### config.mk
export PLATFORM = sky130hd
export DESIGN_NAME = enemy_spawn_scheduler
export DESIGN_NICKNAME = d
export VERILOG_FILES = /design/src/rtl/enemy_spawn_scheduler.sv
export SDC_FILE = /design/constraint.sdc
export NUM_CORES = 1
export LEC_CHECK = 0
export CAP_MARGIN = 0
export CORE_ASPECT_RATIO = 1.75
export CORE_UTILIZATION = 45
export CTS_BUF_LIST = sky130_fd_sc_hd__clkbuf_16
export CTS_CLUSTER_DIAMETER = 100
export DETAILED_ROUTE_END_ITERATION = 6
export SETUP_SLACK_MARGIN = 0.15
export SYNTH_ARGS = -nofsm -noshare
export SYNTH_HDL_FRONTEND = slang
export SYNTH_SLANG_ARGS = --single-unit
### constraint.sdc
create_clock -name clk_i -period 3.3 [get_ports clk_i]
set_input_delay 0.33 -clock clk_i [delete_from_list [all_inputs] [get_ports clk_i]]
set_output_delay 0.33 -clock clk_i [all_outputs]
set_load 0.05 [all_outputs]
### src/rtl/enemy_spawn_scheduler.sv
`default_nettype none
// ============================================================================
// Module   : enemy_spawn_scheduler
// Purpose  : Paces enemy spawns per level, caps live enemies, picks spawn points
//            round-robin and issues them over a valid/ready handshake.
//            Optional macro SPAWN_SPEEDUP_EN shortens the interval on later levels.
// Revision : 1.0 - initial release
// ============================================================================
module enemy_spawn_scheduler #(
    parameter int SPAWN_INTERVAL = 25_000_000,
    parameter int MAX_ACTIVE     = 4,
    parameter int NUM_SPAWN_PTS  = 3,
    parameter int BASE_ENEMIES   = 6,
    parameter int LEVEL_STEP     = 2
) (
    input  logic                     clk_i,
    input  logic                     reset_ni,
    input  logic                     reset_game_i,
    input  logic                     is_playing_i,
    input  logic [3:0]               level_i,
    input  logic                     enemy_killed_i,
    input  logic [NUM_SPAWN_PTS-1:0] spawn_blocked_i,
    output logic                     spawn_valid_o,
    input  logic                     spawn_ready_i,
    output logic [1:0]               spawn_point_o,
    output logic [5:0]               enemy_left_o,
    output logic [3:0]               active_cnt_o
);

    localparam int c_timer_w = $clog2(SPAWN_INTERVAL + 1);

    typedef enum logic [2:0] {
        ST_IDLE  = 3'd0,
        ST_WAIT  = 3'd1,
        ST_PICK  = 3'd2,
        ST_OFFER = 3'd3,
        ST_DONE  = 3'd4
    } state_t;

    state_t                 r_state;
    state_t                 w_state_nxt;

    logic [c_timer_w-1:0]   r_timer;
    logic [5:0]             r_to_spawn;
    logic [5:0]             r_enemy_left;
    logic [3:0]             r_active;
    logic [1:0]             r_rr_ptr;
    logic [1:0]             r_point;
    logic                   r_valid;

    logic [3:0]             w_level_eff;
    logic [11:0]            w_total_wide;
    logic [5:0]             w_total;
    logic [c_timer_w-1:0]   w_timer_max;
    logic                   w_timer_sat;
    logic                   w_kill;
    logic                   w_handshake;
    logic [3:0]             w_active_after_kill;
    logic [3:0]             w_blocked_pad;
    logic [2:0]             w_scan_idx;
    logic                   w_found;
    logic [1:0]             w_pick_pt;
    logic                   w_pick_go;

    // Level budget, level 0 behaves as level 1, clipped to the 6-bit counter range
    assign w_level_eff  = (level_i == 4'd0) ? 4'd1 : level_i;
    assign w_total_wide = 12'(BASE_ENEMIES) + 12'(LEVEL_STEP) * 12'(w_level_eff - 4'd1);
    assign w_total      = (w_total_wide > 12'd63) ? 6'd63 : w_total_wide[5:0];

`ifdef SPAWN_SPEEDUP_EN
    localparam int c_interval_half    = SPAWN_INTERVAL >> 1;
    localparam int c_interval_quarter = ((SPAWN_INTERVAL >> 2) < 1) ? 1 : (SPAWN_INTERVAL >> 2);

    always_comb begin
        if (w_level_eff >= 4'd8) begin
            w_timer_max = c_timer_w'(c_interval_quarter - 1);
        end else if (w_level_eff >= 4'd4) begin
            w_timer_max = c_timer_w'(c_interval_half - 1);
        end else begin
            w_timer_max = c_timer_w'(SPAWN_INTERVAL - 1);
        end
    end
`else
    assign w_timer_max = c_timer_w'(SPAWN_INTERVAL - 1);
`endif

    // >= so a level change that shrinks the interval never strands the timer above it
    assign w_timer_sat         = (r_timer >= w_timer_max);
    assign w_kill              = enemy_killed_i && (r_active != 4'd0);
    assign w_handshake         = r_valid && spawn_ready_i;
    assign w_active_after_kill = r_active - {3'b000, w_kill};

    // Round-robin scan starting at r_rr_ptr; pad bits beyond the real points read as blocked
    always_comb begin
        w_blocked_pad = 4'b1111;
        for (int i = 0; i < NUM_SPAWN_PTS; i++) begin
            w_blocked_pad[i] = spawn_blocked_i[i];
        end
        w_found    = 1'b0;
        w_pick_pt  = 2'd0;
        w_scan_idx = 3'd0;
        for (int i = 0; i < NUM_SPAWN_PTS; i++) begin
            w_scan_idx = {1'b0, r_rr_ptr} + 3'(i);
            if (w_scan_idx >= 3'(NUM_SPAWN_PTS)) begin
                w_scan_idx = w_scan_idx - 3'(NUM_SPAWN_PTS);
            end
            if (!w_found && !w_blocked_pad[w_scan_idx[1:0]]) begin
                w_found   = 1'b1;
                w_pick_pt = w_scan_idx[1:0];
            end
        end
    end

    always_comb begin
        w_state_nxt = r_state;
        w_pick_go   = 1'b0;
        unique case (r_state)
            ST_IDLE: begin
                if (is_playing_i && (r_to_spawn != 6'd0)) begin
                    w_state_nxt = ST_WAIT;
                end
            end
            ST_WAIT: begin
                if (w_timer_sat && (r_to_spawn != 6'd0) &&
                    (w_active_after_kill < 4'(MAX_ACTIVE))) begin
                    w_state_nxt = ST_PICK;
                end
            end
            ST_PICK: begin
                if (is_playing_i && w_found) begin
                    w_state_nxt = ST_OFFER;
                    w_pick_go   = 1'b1;
                end
            end
            ST_OFFER: begin
                if (w_handshake) begin
                    w_state_nxt = (r_to_spawn == 6'd1) ? ST_DONE : ST_WAIT;
                end
            end
            ST_DONE: begin
                w_state_nxt = ST_DONE;
            end
            default: begin
                w_state_nxt = ST_IDLE;
            end
        endcase
        if (reset_game_i) begin
            w_state_nxt = ST_IDLE;
            w_pick_go   = 1'b0;
        end
    end

    always_ff @(posedge clk_i or negedge reset_ni) begin
        if (!reset_ni) begin
            r_state <= ST_IDLE;
        end else begin
            r_state <= w_state_nxt;
        end
    end

    always_ff @(posedge clk_i or negedge reset_ni) begin
        if (!reset_ni) begin
            r_timer      <= '0;
            r_to_spawn   <= 6'd0;
            r_enemy_left <= 6'd0;
            r_active     <= 4'd0;
            r_rr_ptr     <= 2'd0;
            r_point      <= 2'd0;
            r_valid      <= 1'b0;
        end else if (reset_game_i) begin
            r_timer      <= '0;
            r_to_spawn   <= w_total;
            r_enemy_left <= w_total;
            r_active     <= 4'd0;
            r_rr_ptr     <= 2'd0;
            r_valid      <= 1'b0;
        end else begin
            if (w_handshake) begin
                r_timer <= '0;
            end else if ((r_state == ST_WAIT) && is_playing_i && !w_timer_sat) begin
                r_timer <= r_timer + c_timer_w'(1);
            end

            if (w_pick_go) begin
                r_valid <= 1'b1;
                r_point <= w_pick_pt;
            end else if (w_handshake) begin
                r_valid <= 1'b0;
            end

            // A kill landing on the accept cycle cancels the active increment
            if (w_handshake) begin
                r_to_spawn <= r_to_spawn - 6'd1;
                r_rr_ptr   <= (r_point == 2'(NUM_SPAWN_PTS - 1)) ? 2'd0 : r_point + 2'd1;
                if (w_kill) begin
                    r_enemy_left <= r_enemy_left - 6'd1;
                end else begin
                    r_active <= r_active + 4'd1;
                end
            end else if (w_kill) begin
                r_active     <= r_active - 4'd1;
                r_enemy_left <= r_enemy_left - 6'd1;
            end
        end
    end

    assign spawn_valid_o = r_valid;
    assign spawn_point_o = r_point;
    assign enemy_left_o  = r_enemy_left;
    assign active_cnt_o  = r_active;

endmodule
`default_nettype wire

==> flow_summary.ini, run 1 <==
[route]
avgRoutedWirePerCell_um = 16.6
ant_nets = 0
drt_iter0_drc = 181
drt-total-wl_um = 7820
drtPass1Iterations = 4
vias = 2809
routed_via_density = 5.95
drc = 0

[sta]
hold_violations = 0
fmax_ghz = 0.408
rsz0062_at_grt = no
period_share_pct = 74.3
tns_ps = 0
finalSetupViolations = 0
fin_worst_skew_ps = 6.94
fin_crit_ps = 2450
slew_viol_final = 0
tightest_slew_ps = 820
relSlewSlack_pct = 44.7

[yosys]
yosys.cell_types.count = 60
synth_edf_count = 0
synthArstFlopShare_pct = 100
syn_inst = 362
syn-num-nets = 390
synth_seq_cells = 49
yosys_warnings = 0
synthFlopType = dfrtp_1
ys_seq_area_share_pct = 38.1
synth.avg_cell_area_um2 = 8.89
synth_area_mm2 = 0.00322

[finish]
syn2layout_area_growth_pct = 15.0
nNetsFinal = 415
final_common_cell = dfrtp_1
post-route-util_pct = 53.6
postLayoutCellArea_mm2 = 0.00370
mostFrequentLayoutCells = dfrtp_1, a21oi_1, nor2_1
diodes = 0
drive_gt1_share_pct = 6.70
fillerInstances = 672

[floorplanning]
core_area_mm2 = 0.00691
die_h_um = 114
initial_utilization_pct = 46.6
dieArea_mm2 = 0.00751
rows = 40
io_pins = 26
die_w_um = 65.9

[critical_path]
rr_worst_depth = 6
max_stage_delay_ps = 650
crit_arrival_ps = 2660
crit_type = flop to flop
worst-path-stages = 6
slowest_stage = or4_4
critPathBufInv = 1
path_max_fanout = 14
critPathLaunchType = flop
path_delay_family = simple AND/OR/NAND/NOR gates
cp.required_ps = 3510
end_kind = flop
crit_chain = ha_1, inv_1, or2_1, or4_4, or4_1, a21oi_1

[power_and_ir_drop]
cellPowerDensity_mw_per_mm2 = 357
peakVddDrop_uv = 354
leakagePower_nw = 1.52

[cts]
htreeDepth = 2
cts-buffers-inserted = 5
clockBufferDepth = 2
holdBufCountCts = 0
cts_tree = built
cts_resized = 0
cts-root-buf = clkbuf_16
cts_setup_buffers = 0
cts.clk_slew.worst_paths_ps = 70
clock_latency_ps = 290
clock_sinks = 49

[grt]
track_usage_pct = 23.1
grt_overflow_total = 0
grt_max_degree = 35
grt_antenna_before_repair = 0
grt_pass1_vias = 2852
grt_pass1_wl_um = 13300

[flow_run]
cap_violations = 0

[placement]
dpl.hpwl_um = 5770
gp_congestion = 0.813
io_buffers = 25
postPlaceCellArea_mm2 = 0.00356

[min_path]
hp-class = input pin to async pin

[outcome]
outcome = complete, no violations
-- logic make-up (layout without fill, tap and decap cells) --
kind of cell | Yosys count | count (layout) | share of synthesized area (%)
mux | 9 | 9 | 3.07
xor+xnor | 15 | 15 | 4.08
fa+ha+maj | 15 | 15 | 6.07
compound gates | 97 | 97 | 19.4
simple gates | 148 | 148 | 25.9
buf+inv | 29 | 55 | 3.42
flops | 49 | 49 | 38.1
-- flip-flops by register name, indices dropped and copies added (netlist names) --
signal and flops:
r_timer 25, spawn_valid_o 1, r_to_spawn 6, active_cnt_o 4, r_state 3, r_rr_ptr 2
spawn_point_o 2, enemy_left_o 6
-- layer usage --
metal	track usage, %	routed length, µm
met5	0	0
met4	8.26	116
met2	44.1	4390
met3	3.70	203
met1	24.4	3100
-- area by class of cell --
cell class	count	area [µm²]	area share (%)
Multi-Input combinational cell	284	1880	50.9
Sequential cell	49	1230	33.1
Timing Repair Buffer	31	290	7.85
Clock buffer	5	125	3.38
Tap cell	84	105	2.84
Inverter	16	60.1	1.62
Clock inverter	3	11.3	0.304
-- cells in the mapped netlist, types with 2 or more instances --
cell / number / area share (%)
ha_1: 14 / 5.4
o211a_1: 2 / 0.62
mux2i_1: 2 / 0.62
nand2b_1: 5 / 0.97
o21ai_0: 23 / 3.6
o21bai_1: 2 / 0.47
nand2_1: 25 / 2.9
or3_1: 14 / 2.7
nand3_1: 11 / 1.7
clkbuf_1: 10 / 1.2
a21oi_1: 33 / 5.1
buf_1: 2 / 0.23
and3_1: 7 / 1.4
o311ai_0: 3 / 0.82
xnor2_1: 8 / 2.2
a211o_1: 3 / 0.82
nor3_1: 5 / 0.78
xor2_1: 7 / 1.9
o211ai_1: 3 / 0.70
or4_1: 9 / 2.1
inv_1: 15 / 1.7
a211oi_1: 3 / 0.70
nand4bb_1: 2 / 0.70
mux2_2: 7 / 2.4
nand4b_1: 2 / 0.54
o41ai_1: 2 / 0.54
nor2_1: 31 / 3.6
nor2b_1: 5 / 0.97
dfrtp_1: 49 / 38
a21o_1: 2 / 0.47
nor4_1: 6 / 1.2
nor3b_1: 3 / 0.70
nand4_1: 11 / 2.1
o21a_1: 6 / 1.4
o31ai_1: 5 / 1.2
-- path summary, 6_finish.rpt --
path / start / to / slack [ps]
setup / recovery: r_timer[0] / r_timer[16] / 850
hold / removal: reset_ni / r_timer[7] / 110
setup reg to reg: r_timer[0] / r_timer[16] / 850
hold reg to reg: spawn_valid_o / spawn_valid_o / 550
max in group asynchronous: reset_ni / r_state[1] / 2450
min in group clk_i: spawn_valid_o / spawn_valid_o / 550
-- where the power goes --
part,leakage (nW),switching [mW],total [mW],internal (mW)
registers,0.657,0.0231,0.643,0.620
logic,0.787,0.111,0.185,0.0737
clock network,0.0776,0.220,0.494,0.273
-- per-stage QoR --
stage | power, mW | worst slack, ps | hold WS, ps | cells
2_1_floorplan | 0.763 | 980 | 34.4 | 362
3_3_place_gp | 0.839 | 721 | 454 | 464
3_5_place_dp | 0.841 | 661 | 461 | 464
4_1_cts | 1.34 | 853 | 142 | 472
5_1_grt | 1.39 | 743 | 164 | 472
6_report | 1.32 | 847 | 109 | 472
-- worst register-to-register path, stage by stage, from the launching register on --
cell     delay, ps
dfrtp_1        440
ha_1           290
inv_1           50
or2_1          270
or4_4          650
or4_1          500
a21oi_1        170
(Power assumes the default switching activity.)
==> run 2: changes to the inputs <==
Settings changed: PLACE_DENSITY set to 0.67.
Clock period 3.3 ns to 2.05 ns, I/O delays scaled along.
==> run 2 against run 1 <==
Effect of this change: design area up 28%; global-route usage up 2.7 points; core utilization grew 15 points; critical path type unchanged; largest cell class unchanged; highest routed layer unchanged.
==> flow_summary.ini, run 2 (same netlist as run 1, synthesis figures left out) <==
[outcome]
outcome = complete, no violations

[sta]
fmax_ghz = 0.504
layout_setup_ws_ps = 66.1
tns_ps = 0
slew_viol_final = 0
finalSetupViolations = 0
relSlewSlack_pct = 56.4
fin_worst_hold_slack_ps = 367
fin_crit_ps = 1980
hold_violations = 0
rsz0062_at_grt = yes
tightest_slew_ps = 654
period_share_pct = 96.8
fin_worst_skew_ps = 5.05

[floorplanning]
io_pins = 26
rows = 40
core_area_mm2 = 0.00691
dieArea_mm2 = 0.00751
die_w_um = 65.9
die_h_um = 114
initial_utilization_pct = 46.6

[critical_path]
path_max_fanout = 6
end_kind = flop
critPathLaunchType = flop
rr_worst_depth = 5
crit_arrival_ps = 2190
cp.required_ps = 2260
crit_type = flop to flop

[placement]
post-place-ws_ps = -233
io_buffers = 25
placed_cells = 521
gp_congestion = 0.935
dpl.hpwl_um = 6450

[grt]
grt_overflow_total = 0
track_usage_pct = 25.8
met2_usage_pct = 49.2
grt_pass1_vias = 3149
use_met1_pct = 25.3
met3_usage_pct = 4.10
grt_max_degree = 31
grt_antenna_before_repair = 0
busiest_layer = met2
grt_pass1_wl_um = 14700

[finish]
syn2layout_area_growth_pct = 46.8
final_cells = 549
drive_gt1_share_pct = 35.5
nNetsFinal = 493
largest_register = r_timer
mostFrequentLayoutCells = buf_4, dfrtp_1, nor2_1
final_common_cell = buf_4
largest_reg_flops = 25
diodes = 0

[route]
avgRoutedWirePerCell_um = 17.3
drt_iter0_drc = 151
routed_via_density = 5.97
vias = 3276
ant_nets = 0
drc = 0
drtPass1Iterations = 4
drt-total-wl_um = 9510

[cts]
cts-buffers-inserted = 5
cts.clk_slew.worst_paths_ps = 70
clock_latency_ps = 290
htreeDepth = 2
cts_tree = built
clock_sinks = 49
clockBufferDepth = 2
cts-root-buf = clkbuf_16

[power_and_ir_drop]
p_total_mw = 2.23
peakVddDrop_uv = 343
leakagePower_nw = 2.03
cellPowerDensity_mw_per_mm2 = 472

[min_path]
hp-class = input pin to flop
worst_hold_path.num_cells = 4

[flow_run]
cap_violations = 0
[run 2: per-stage QoR]
step / util, % / cell area, µm²
detailed placement: 59.0 / 4070
finish: 68.4 / 4720
CTS: 64.0 / 4420
floorplan: - / 3280
global route: 68.4 / 4720
global placement: 59.0 / 4070
[run 2: final timing paths]
kind                             start              end  slack, ps
max                         r_timer[5]      r_timer[20]         70
min                         level_i[1]  enemy_left_o[2]        370
max reg2reg                 r_timer[5]      r_timer[20]         70
min reg2reg                r_timer[14]      r_timer[14]        580
max in group asynchronous     reset_ni  active_cnt_o[3]        990
min in group asynchronous     reset_ni       r_timer[4]        480
[run 2: area by class of cell]
type | count | area, µm²
Fill cell | 550 | 2180
Timing Repair Buffer | 108 | 955
Tap cell | 84 | 105
Clock inverter | 2 | 8.76
Clock buffer | 5 | 125
Multi-Input combinational cell | 285 | 2230
Sequential cell | 49 | 1230
Inverter | 16 | 65.1
[run 2: routing by layer]
metal	vias to the layer above	share of wire, %
met5	-	0
met4	0	4.3
met3	29	2.6
met2	91	57
met1	1599	36
li1	1557	-
[run 2: critical path, stage by stage, from the launching register on]
cell	delay [ps]
dfrtp_1	400
nand4_4	160
or2_4	310
or4_4	470
or4_1	470
o21ai_0	90
[run 2: where the power goes]
| group | leakage [nW] | internal, mW | total, mW | switching (mW) |
|---|---|---|---|---|
| clock network | 0.0709 | 0.440 | 0.805 | 0.365 |
| logic | 1.32 | 0.175 | 0.389 | 0.214 |
| registers | 0.645 | 0.998 | 1.03 | 0.0365 |
[run 2: timing repair]
item	4_1_cts	5_1_grt
endpoints found under the hold margin	24	0
endpoints found under the setup margin	21	33
gates cloned	1	2
resized for setup	25	50
hold buffers	1	0
buffers inserted	9	8
pin swaps	7	23
